$ cat config.mk
export PLATFORM = sky130hd
export DESIGN_NAME = mem_arbiter
export DESIGN_NICKNAME = d
export VERILOG_FILES = /design/src/rtl/mem_arbiter.sv
export SDC_FILE = /design/constraint.sdc
export NUM_CORES = 1
export LEC_CHECK = 0
export CAP_MARGIN = 20
export CORE_AREA = 4 4 117 119
export CTS_CLUSTER_DIAMETER = 150
export CTS_CLUSTER_SIZE = 8
export DETAILED_ROUTE_END_ITERATION = 16
export DIE_AREA = 0 0 121 123
export GPL_ROUTABILITY_DRIVEN = 0
export HOLD_SLACK_MARGIN = 0.02
export SYNTH_ARGS = -nofsm -noshare
export SYNTH_HDL_FRONTEND = slang
export SYNTH_SLANG_ARGS = --single-unit
$ cat constraint.sdc
create_clock -name clk_i -period 2.6 [get_ports clk_i]
set_clock_uncertainty 0.1 [all_clocks]
set_input_delay 0.52 -clock clk_i [delete_from_list [all_inputs] [get_ports clk_i]]
set_output_delay 0.52 -clock clk_i [all_outputs]
set_load 0.02 [all_outputs]
$ cat src/rtl/mem_arbiter.sv
// mem_arbiter: shares one single-port memory between the CPU core (master 0,
// fixed priority) and a secondary requester (master 1). A saturating wait
// counter bounds how long master 1 can be starved, and a one-entry response
// tracker steers each read result back to the master that issued the read.
// STARVE_LIMIT must be at least 1.
module mem_arbiter #(
  parameter int STARVE_LIMIT = 4
) (
  input  logic        clk_i,
  input  logic        rstn_i,

  input  logic        m0_req_i,
  input  logic [3:0]  m0_wstrb_i,
  input  logic [31:0] m0_addr_i,
  input  logic [31:0] m0_wdata_i,
  output logic        m0_gnt_o,
  output logic        m0_rvalid_o,
  output logic [31:0] m0_rdata_o,

  input  logic        m1_req_i,
  input  logic [3:0]  m1_wstrb_i,
  input  logic [31:0] m1_addr_i,
  input  logic [31:0] m1_wdata_i,
  output logic        m1_gnt_o,
  output logic        m1_rvalid_o,
  output logic [31:0] m1_rdata_o,

  output logic        mem_enable_o,
  output logic [3:0]  mem_wstrb_o,
  output logic [31:0] mem_addr_o,
  output logic [31:0] mem_wvalue_o,
  input  logic [31:0] mem_rvalue_i
);

  localparam int               CNT_W   = $clog2(STARVE_LIMIT + 1);
  localparam logic [CNT_W-1:0] CNT_MAX = CNT_W'(STARVE_LIMIT);

  logic [CNT_W-1:0] wait_cnt;   // consecutive cycles master 1 has lost
  logic             rd_pending; // a read was granted last cycle
  logic             rd_owner;   // which master issued that read (0 or 1)

  logic m1_starved;
  logic m0_win;
  logic m1_win;

  // Arbitration: master 0 wins ties unless master 1 has waited the limit.
  // The grant is masked while reset is held so nothing leaks out during reset.
  always_comb begin
    m1_starved = (wait_cnt == CNT_MAX);
    m1_win     = rstn_i & m1_req_i & (~m0_req_i | m1_starved);
    m0_win     = rstn_i & m0_req_i & ~m1_win;
  end

  assign m0_gnt_o = m0_win;
  assign m1_gnt_o = m1_win;

  // Memory port mux: the granted master drives the port, otherwise all zero.
  always_comb begin
    // NOTE: every output gets a default first so no path leaves it unassigned,
    // which would otherwise infer a latch.
    mem_enable_o = 1'b0;
    mem_wstrb_o  = '0;
    mem_addr_o   = '0;
    mem_wvalue_o = '0;
    if (m1_win) begin
      mem_enable_o = 1'b1;
      mem_wstrb_o  = m1_wstrb_i;
      mem_addr_o   = m1_addr_i;
      mem_wvalue_o = m1_wdata_i;
    end else if (m0_win) begin
      mem_enable_o = 1'b1;
      mem_wstrb_o  = m0_wstrb_i;
      mem_addr_o   = m0_addr_i;
      mem_wvalue_o = m0_wdata_i;
    end
  end

  // Starvation counter: counts master 1's consecutive lost cycles, saturating.
  always_ff @(posedge clk_i or negedge rstn_i) begin
    // NOTE: registers use non-blocking assignments so every flop samples the
    // pre-edge values, independent of statement order. Reset is asynchronous
    // and clears all state immediately.
    if (!rstn_i) begin
      wait_cnt <= '0;
    end else if (!m1_req_i || m1_win) begin
      wait_cnt <= '0;
    end else if (wait_cnt != CNT_MAX) begin
      wait_cnt <= wait_cnt + CNT_W'(1);
    end
  end

  // Response tracker: remembers whether this cycle's access is a read and who
  // issued it, so the data returned next cycle reaches the right master.
  always_ff @(posedge clk_i or negedge rstn_i) begin
    if (!rstn_i) begin
      rd_pending <= 1'b0;
      rd_owner   <= 1'b0;
    end else begin
      rd_pending <= mem_enable_o & (mem_wstrb_o == 4'b0000);
      rd_owner   <= m1_win;
    end
  end

  // Response demux: read data is zero for the master that is not being answered.
  always_comb begin
    m0_rvalid_o = rstn_i & rd_pending & ~rd_owner;
    m1_rvalid_o = rstn_i & rd_pending &  rd_owner;
    m0_rdata_o  = m0_rvalid_o ? mem_rvalue_i : '0;
    m1_rdata_o  = m1_rvalid_o ? mem_rvalue_i : '0;
  end

endmodule
==> results.toml <==
[cts]
cts.path.max_buffers = 2
clockRootBuffer = "clkbuf_16"
cts_buffers = 3
clock_latency_ns = 0.23
hold_buffers = 0
cts_tree = "done"
htreeDepth = 1
clk_pin_slew_ns = 0.03
clock_sinks = 5

[pwr]
power.internal_mw = 0.716
power_mw = 1.08
seq_power_share_pct = 8.3
p_switching_mw = 0.360
netSwitchingFraction_pct = 33.4
power_frac_comb_pct = 68.5
pwr-share-clk_pct = 23.2
p_per_area_mw_per_mm2 = 228
ir_worst_vdd_v = 0.000166
p_leak_nw = 2.36

[die]
rows = 41
start_util_pct = 11.0
die-area_sq_mm = 0.0149
die_y_um = 123
die_x_um = 121
core-area_sq_mm = 0.0126
ios = 309

[final_layout]
finish.utilization_pct = 37.5
drive_gt1_share_pct = 20.2
fin_area_sq_mm = 0.00471
layout.nets = 671
syn_to_final_growth_pct = 240
n_antenna_cell = 0
final_cells = 668

[setup_path]
cp-end-kind = "primary output"
cp.required_ns = 1.98
ff2ff_path_depth = 7
worstPathArrival_ns = 1.91
ff2ff_setup_slack_ns = 0.77
r2r_end = "rd_pending"
crit_fanout = 15
start_kind = "flip-flop"
crit_type = "reg -> out"
timing.rr.start = "wait_cnt[1]"

[detailed_routing]
drt-total-wl_mm = 11.9
drt_first_iter_violations = 56
viasPerCell = 4.17
postRouteAntennaNets = 0
wl_per_cell_um = 17.8
vias = 2786
drtPass1Iterations = 4
drc = 0

[logic_synthesis]
avgSynthCellArea_sq_um = 7.62
yosysSeqAreaShare_pct = 9.02
synth_area_sq_mm = 0.00139
yosys_warnings = 0
ys_ff_latch = 5
yosysUniqueCellTypes = 20
netlist_instances = 182
syn_nets = 356

[timing]
hold_viol = 0
worst_pin_slew_ns = 0.399
rsz0062_at_grt = "yes"
period_minus_slack_ns = 2.53
fmax_mhz = 396
setup-violations-final = 0
slew_headroom_pct = 73.4
final_max_slew_viol_count = 0
whs_ns = 0.295
fin_crit_sh_pct = 97.1

[global_route]
grt_overflow = 0
grt_pass1_vias = 3064
grt_pass1_wl_mm = 16.9
grt_max_degree = 34
grt_use_total_pct = 14.7
antenna_found_initial = 0

[flow_run]
maxCapViolCount = 0

[placement]
io_buffers = 308
dp_cells = 655
dpl.hpwl_mm = 9.52
placed_cell_area_sq_mm = 0.00475

[worst_hold_path]
hp-class = "in -> async"

[outcome]
status = "completed"
==> synthesized netlist by cell type, drive strengths merged <==
cell | instances | area (sq um)
xnor2 | 1 | 8.76
and3 | 1 | 6.26
dfrtp | 5 | 125
o21ai | 1 | 5.00
ha | 2 | 25.0
nor3b | 2 | 15.0
nor4b | 1 | 8.76
buf | 13 | 67.6
a221oi | 1 | 8.76
clkbuf | 7 | 26.3
a21oi | 1 | 16.3
inv | 3 | 11.3
and2 | 64 | 400
or4 | 2 | 15.0
mux2i | 1 | 10.0
a31oi | 1 | 12.5
nor2 | 3 | 11.3
a22o | 68 | 596
nand2 | 5 | 18.8
==> metrics by stage <==
step	setup TNS, ns	setup WS (ns)
floorplan	0	0.482
global placement	-54.48	-0.519
detailed placement	-56.58	-0.532
CTS	-0.00172	-0.00172
global route	-0.0105	-0.00347
finish	0	0.0742
==> layer usage <==
| metal | GRT usage [%] | wire, um |
|---|---|---|
| met1 | 14.3 | 4000 |
| met2 | 29.4 | 6230 |
| met3 | 5.40 | 1430 |
| met4 | 2.97 | 205 |
| met5 | 0 | 0 |
==> worst max-delay path, stage by stage (launching register included) <==
cell and delay, ns:
dfrtp_1 0.37, inv_1 0.10, ha_4 0.16, nand2_2 0.08, a21oi_4 0.23, buf_6 0.14, bufbuf_16 0.29, a22o_1 0.15
buf_2 0.16
==> repair_timing <==
item / in CTS / in global routing
gates resized for setup: 295 / 49
gates cloned: 5 / 0
setup endpoints to repair: 137 / 62
setup buffers: 4 / 1
pin swaps: 3 / 2
hold endpoints to repair: 0 / 0
==> power groups by stage <==
stage / combinational [mW] / clock, mW / sequential, mW
6_report: 0.737 / 0.250 / 0.0894
2_1_floorplan: 0.259 / 0 / 0.0899
3_5_place_dp: 0.763 / 0 / 0.0895
5_1_grt: 0.779 / 0.260 / 0.0901
4_1_cts: 0.767 / 0.254 / 0.0888
3_3_place_gp: 0.757 / 0 / 0.0896
==> layout by cell type (no fill, tap or decap), types with 2 or more instances in the layout <==
cell             count
inv_1                2
buf_16               2
a22o_4               2
clkdlybuf4s15_2     11
nor2_1               3
buf_12               6
dfrtp_1              5
buf_4               14
bufbuf_16            2
dlygate4sd2_1       71
clkbuf_2             5
a22o_1              66
nand2_1              3
and2_1              64
buf_6                3
or4_1                2
buf_2               46
clkbuf_16            3
clkdlybuf4s50_1    169
nor3b_1              2
nand2_2              2
==> logic make-up (layout without fill, tap and decap cells) <==
logic type                 after synthesis  count (layout)  synth area share [%]
AOI/OAI and AO/OA                       72              72                  46.0
DFF                                      5               5                  9.02
and+or+nand+nor                         78              78                  34.3
buffers and inverters                   23             337                  7.58
muxes                                    1               1                 0.721
adders and majority gates                2               2                  1.80
xor gates and xnor gates                 1               1                 0.631
==> sequential cells by signal, indices dropped and copies added, names as in the netlist <==
register and count:
wait_cnt 3, rd_owner 1, rd_pending 1
==> final cells by class <==
| cell class | count | area [sq um] |
|---|---|---|
| clock buffer | 4 | 78.8 |
| fill | 1328 | 7860 |
| inverter | 3 | 11.3 |
| multi-input combinational | 154 | 1200 |
| sequential | 5 | 125 |
| tap | 172 | 215 |
| timing repair buffer | 330 | 3080 |
==> worst max path at each step <==
stage | slack (ns) | to | start
after floorplan | 0.48 | mem_addr_o[18] | wait_cnt[0]
after global placement | -0.52 | mem_wvalue_o[15] | m1_req_i
after detailed placement | -0.53 | mem_wvalue_o[15] | m1_req_i
after CTS | -0.002 | mem_wvalue_o[15] | wait_cnt[1]
after global routing | -0.003 | mem_wvalue_o[10] | wait_cnt[1]
final | 0.07 | mem_wvalue_o[0] | wait_cnt[1]
(Power assumes the default switching activity.)
